<file path="src/rtl/cpu_pkg.sv">
// Shared CPU front-end types: the instruction buffer entry and its default depth.
package cpu_pkg;

  localparam int INST_FIFO_DEPTH = 16;
  localparam int CPU_PC_W        = 32;
  localparam int CPU_INST_W      = 32;

  typedef struct packed {
    logic [CPU_PC_W-1:0]   pc;
    logic [CPU_INST_W-1:0] inst;
    logic                  adel;
  } inst_fifo_entry_t;

endpackage

</file>
<file path="src/rtl/inst_fifo.sv">
// Fetch-to-decode instruction buffer: up to two pushes and two pops per cycle.
// The two oldest entries are presented as master/slave issue candidates.
module inst_fifo
  import cpu_pkg::*;
#(
  parameter int DEPTH  = INST_FIFO_DEPTH,
  parameter int PC_W   = CPU_PC_W,
  parameter int INST_W = CPU_INST_W
) (
  input  logic              clk,
  input  logic              rst_n,
  input  logic              flush,
  input  logic              write_en1,
  input  logic              write_en2,
  input  logic [PC_W-1:0]   write_pc1,
  input  logic [INST_W-1:0] write_inst1,
  input  logic              write_adel1,
  input  logic [PC_W-1:0]   write_pc2,
  input  logic [INST_W-1:0] write_inst2,
  input  logic              write_adel2,
  input  logic              read_en1,
  input  logic              read_en2,
  output logic [PC_W-1:0]   master_pc,
  output logic [INST_W-1:0] master_inst,
  output logic              master_adel,
  output logic [PC_W-1:0]   slave_pc,
  output logic [INST_W-1:0] slave_inst,
  output logic              slave_adel,
  output logic              fifo_empty,
  output logic              fifo_almost_empty,
  output logic              fifo_full
);

  localparam int PTR_W = $clog2(DEPTH);
  localparam int CNT_W = PTR_W + 1;

  logic [PTR_W-1:0] head_q, head_d, tail_q, tail_d, head_nxt;
  logic [CNT_W-1:0] count_q, count_d;
  logic [1:0]       pushes, pops;
  inst_fifo_entry_t ent1, ent2;
  inst_fifo_entry_t mem_q [DEPTH];

  assign fifo_empty        = (count_q == '0);
  assign fifo_almost_empty = (count_q == CNT_W'(1));
  assign fifo_full         = (count_q >= CNT_W'(DEPTH - 1));

  assign ent1     = '{pc: write_pc1, inst: write_inst1, adel: write_adel1};
  assign ent2     = '{pc: write_pc2, inst: write_inst2, adel: write_adel2};
  assign head_nxt = head_q + PTR_W'(1);

  // Full is judged before this cycle's pops, so a push never lands on live data.
  always_comb begin
    pushes = 2'd0;
    if (!fifo_full && write_en1) pushes = write_en2 ? 2'd2 : 2'd1;
    pops = 2'd0;
    if (read_en1 && !fifo_empty) pops = (read_en2 && count_q >= CNT_W'(2)) ? 2'd2 : 2'd1;
    head_d  = head_q + PTR_W'(pops);
    tail_d  = tail_q + PTR_W'(pushes);
    count_d = count_q + CNT_W'(pushes) - CNT_W'(pops);
    if (flush) begin
      head_d  = '0;
      tail_d  = '0;
      count_d = '0;
    end
  end

  always_ff @(posedge clk or negedge rst_n) begin
    if (!rst_n) begin
      head_q  <= '0;
      tail_q  <= '0;
      count_q <= '0;
    end else begin
      head_q  <= head_d;
      tail_q  <= tail_d;
      count_q <= count_d;
    end
  end

  // Storage is left unreset; stale contents are hidden by the count gating below.
  always_ff @(posedge clk) begin
    if (!flush && pushes != 2'd0) begin
      mem_q[tail_q] <= ent1;
      if (pushes == 2'd2) mem_q[tail_q + PTR_W'(1)] <= ent2;
    end
  end

  always_comb begin
    master_pc   = '0;
    master_inst = '0;
    master_adel = 1'b0;
    slave_pc    = '0;
    slave_inst  = '0;
    slave_adel  = 1'b0;
    if (count_q >= CNT_W'(1)) begin
      master_pc   = mem_q[head_q].pc;
      master_inst = mem_q[head_q].inst;
      master_adel = mem_q[head_q].adel;
    end
    if (count_q >= CNT_W'(2)) begin
      slave_pc   = mem_q[head_nxt].pc;
      slave_inst = mem_q[head_nxt].inst;
      slave_adel = mem_q[head_nxt].adel;
    end
  end

endmodule

</file>
<file path="config.mk">
export PLATFORM = sky130hd
export DESIGN_NAME = inst_fifo
export DESIGN_NICKNAME = d
export VERILOG_FILES = /design/src/rtl/cpu_pkg.sv /design/src/rtl/inst_fifo.sv
export SDC_FILE = /design/constraint.sdc
export NUM_CORES = 2
export LEC_CHECK = 0
export CAP_MARGIN = 25
export CORE_UTILIZATION = 49
export CTS_CLUSTER_SIZE = 24
export DETAILED_ROUTE_END_ITERATION = 10
export GPL_TIMING_DRIVEN = 0
export PLACE_DENSITY = 0.76
export SLEW_MARGIN = 40
export SYNTH_ARGS = -nofsm -noshare
export SYNTH_HDL_FRONTEND = slang
export SYNTH_SLANG_ARGS = --single-unit
</file>
<file path="constraint.sdc">
create_clock -name clk -period 8.7 [get_ports clk]
set_clock_uncertainty 0.2 [all_clocks]
set_input_delay 0.87 -clock clk [delete_from_list [all_inputs] [get_ports clk]]
set_output_delay 0.87 -clock clk [all_outputs]
set_load 0.02 [all_outputs]
</file>
==> results.md <==
- Outcome: completed
- Fillers: a little over 9000
- Crit path max fanout: 10
- Routed WL: roughly 210000 um
- Setup crit end kind: output port
- Postcts setup bufs: 0
- WHS: about 0.33 ns
- Cells after synthesis: 3568
- Area growth syn-to-layout: 16.78%
- Sequential share of the synthesized area: 51.14%
- Clock-pin slew on the worst setup and hold paths: 0.06 ns
- Final Slew Violations: 0
- Share of cells above drive strength 1: 46.38%
- Total CTS buffers: roughly 110
- Yosys warning count: 0
- DR iter-0 viols: approximately 6000
- Final Setup Violations: 0
- Root cell of the clock tree: clkbuf_16
- Avg WL per Cell: 36.75 um
- GP Congestion: 0.8624
- DR vias/cell: roughly 7.1
- Starting Density: 49.65%
- First-pass GRT wire length: approximately 300000 um
- DRC: 0
- GR Overflow Total: 0
- IO buf count: 269
- Die Y: around 360 um
- Final hold vios: 0
- Top FF cell, synth: edfxtp_1
- PostCTS Resize Cnt: 0
- Syn_nets: between 3000 and 4000
- Most frequent cells in the layout: 1040 x edfxtp_1, 719 x mux2_2, 520 x mux4_2
- GRT Overall Usage: 33.08%
- Final ANT Viol Nets: 0
- Mean Syn Cell Area: between 15 and 20 um2
- Worst R2R Start: count_q[4]$_DFF_PN0_
- Via count: 40860
- Global Route met3 Usage: 10.47%
- Nets: 4211
- PwrDens: 280.9 nW/um2
- Sequential Area: 31560 um2
- Setup TNS: 0 ns
- CP arrival: 5.12 ns
- Rows: 129
- CP Launch Point: head_q[1]$_DFF_PN0_
- Area of the multi-input gates: 28090 um2
- Fmax: ~160 MHz
- Slew at the pin closest to its max-slew limit: roughly 1.0 ns
- Leak pwr: 23.66 nW
- Synth unique cells: 46
- DIE AREA: 127300 um2
- Syn Std Cell Area: 61700 um2
- Hold buffers post-CTS: 0
- I/O pin count: 270
- Max-Cap Viols: 0
- Period minus WS final: a little over 6 ns
- CTS tree: yes
- Pre-antenna DRT Iters: 6
- Number of synthesized flops with an enable pin: between 1000 and 1500
- Slew headroom: 31.70%
- Commonest non-fill, non-tap cell in the layout: edfxtp_1
- Met1 Use GR: between 40% and 50%
- Setup Crit Path Kind: register to output port
- Largest net degree at the start of global routing: 15
- GRT busiest layer: met2
- Clock network latency to the later pin of the worst-skew pair: 0.72 ns
- CTS Sinks: 1053
- DP Wirelength: approximately 150000 um
- Hold Path Class: primary input to asynchronous set/reset pin
- CORE AREA: between 100000 and 150000 um2
- Met2 Usage GRT: 51.61%
- Initial antenna violation count: 22
- Worst Setup Start Kind: register
- Peak VDD IR: approximately 0.35 mV
- Clock Tree Buf Depth: 3
- RSZ-0062 raised after global routing: false
- Post-synth ARST share: 1.235%
- Vias in the first global route: 41160
- Worst EP required: 7.63 ns
- Fin crit share: 71.20%
- Flops & latches, synth: 1053
- Htree depth: 3
- Die X: 356.9 um
state kept, by name, indices dropped and copies added, names as in the netlist:
register and flops:
tail_q 4, mem_q 1040, count_q 5, head_q 4
logic make-up after synthesis:
kind of cell | share of synthesized area [%]
mux | 40.92
flops | 51.14
simple gates | 0.6023
xor+xnor | 0.1136
fa+ha+maj | 0.4340
buf+inv | 3.650
compound gates | 3.139
layer usage:
metal  vias to the layer above  share of wire, %  wire (um)
met1                     20960                34      72930
met5                         -              0.13        266
met3                       662                14      29900
li1                      15810                 -          -
met4                        36               5.5      11670
met2                      3400                46      97780
report_power, final:
group	internal, W	switching [W]	total [W]
clock	0.00267	0.00207	0.00474
sequential	0.00571	0.0000629	0.00577
combinational	0.00414	0.00558	0.00973
cells in the mapped netlist (4+ instances only):
library cell	number	area, um2
buf_1	29	108.9
clkbuf_1	175	656.9
mux4_2	520	11710
a21oi_1	70	350.3
mux2_1	181	2038
xnor2_1	6	52.55
nor2_1	13	48.80
nand2_1	14	52.55
inv_1	13	48.80
buf_4	35	262.8
nor2b_1	10	62.56
mux2_2	719	8097
mux2i_1	130	1301
ha_1	15	187.7
dfrtp_1	13	325.3
mux2_4	140	2102
o21ai_0	17	85.08
nand3_1	5	25.02
fa_1	4	80.08
buf_2	144	720.7
edfxtp_1	1040	31230
nand2_2	4	25.02
o21bai_1	4	30.03
a22oi_1	130	975.9
o22ai_1	66	412.9
buf_6	40	450.4
area by class of cell:
cell class / count / share of cell area (%)
flip-flops and latches: 1053 / 43.79
plain buffers: 423 / 3.112
repair buffers: 374 / 6.322
clock buffers: 135 / 4.068
inverters: 14 / 0.07293
well taps: 1637 / 2.842
clock inverters: 61 / 0.7831
multi-input cells: 2078 / 38.98
diodes: 9 / 0.03125
critical path, stage by stage, from the launching register on:
cell	delay [ns]
dfrtp_1	0.44
buf_2	0.51
buf_2	0.56
nand3_1	0.17
xnor2_1	0.24
o21ai_0	0.15
buf_2	0.33
buf_1	0.45
o22ai_1	0.78
clkdlybuf4s50_1	0.76
final timing paths:
check	slack [ns]	cells after the start	to
min reg2reg	0.44	2	tail_q[3]$_DFF_PN0_
max	2.51	9	slave_inst[25]
max reg2reg	4.60	12	mem_q[6][36]$_DFFE_PP_
max in group asynchronous	7.56	1	head_q[2]$_DFF_PN0_
min in group clk	0.44	2	tail_q[3]$_DFF_PN0_
min	0.33	1	count_q[0]$_DFF_PN0_
metrics by stage:
stage / setup slack [ns] / power [W] / cells / cell area [um2] / util [%]
after global placement: -5.573 / 0.01530 / 5474 / 66440 / 53.46
after CTS: 2.672 / 0.02006 / 5775 / 72020 / 57.95
final: 2.505 / 0.02024 / 5784 / 72060 / 57.98
after global routing: 2.503 / 0.02068 / 5778 / 72040 / 57.97
after detailed placement: 3.452 / 0.01539 / 5579 / 68520 / 55.14
after floorplan: 1.991 / 0.01160 / 3568 / 61700 / -
Power figures use the tool's default switching activity.
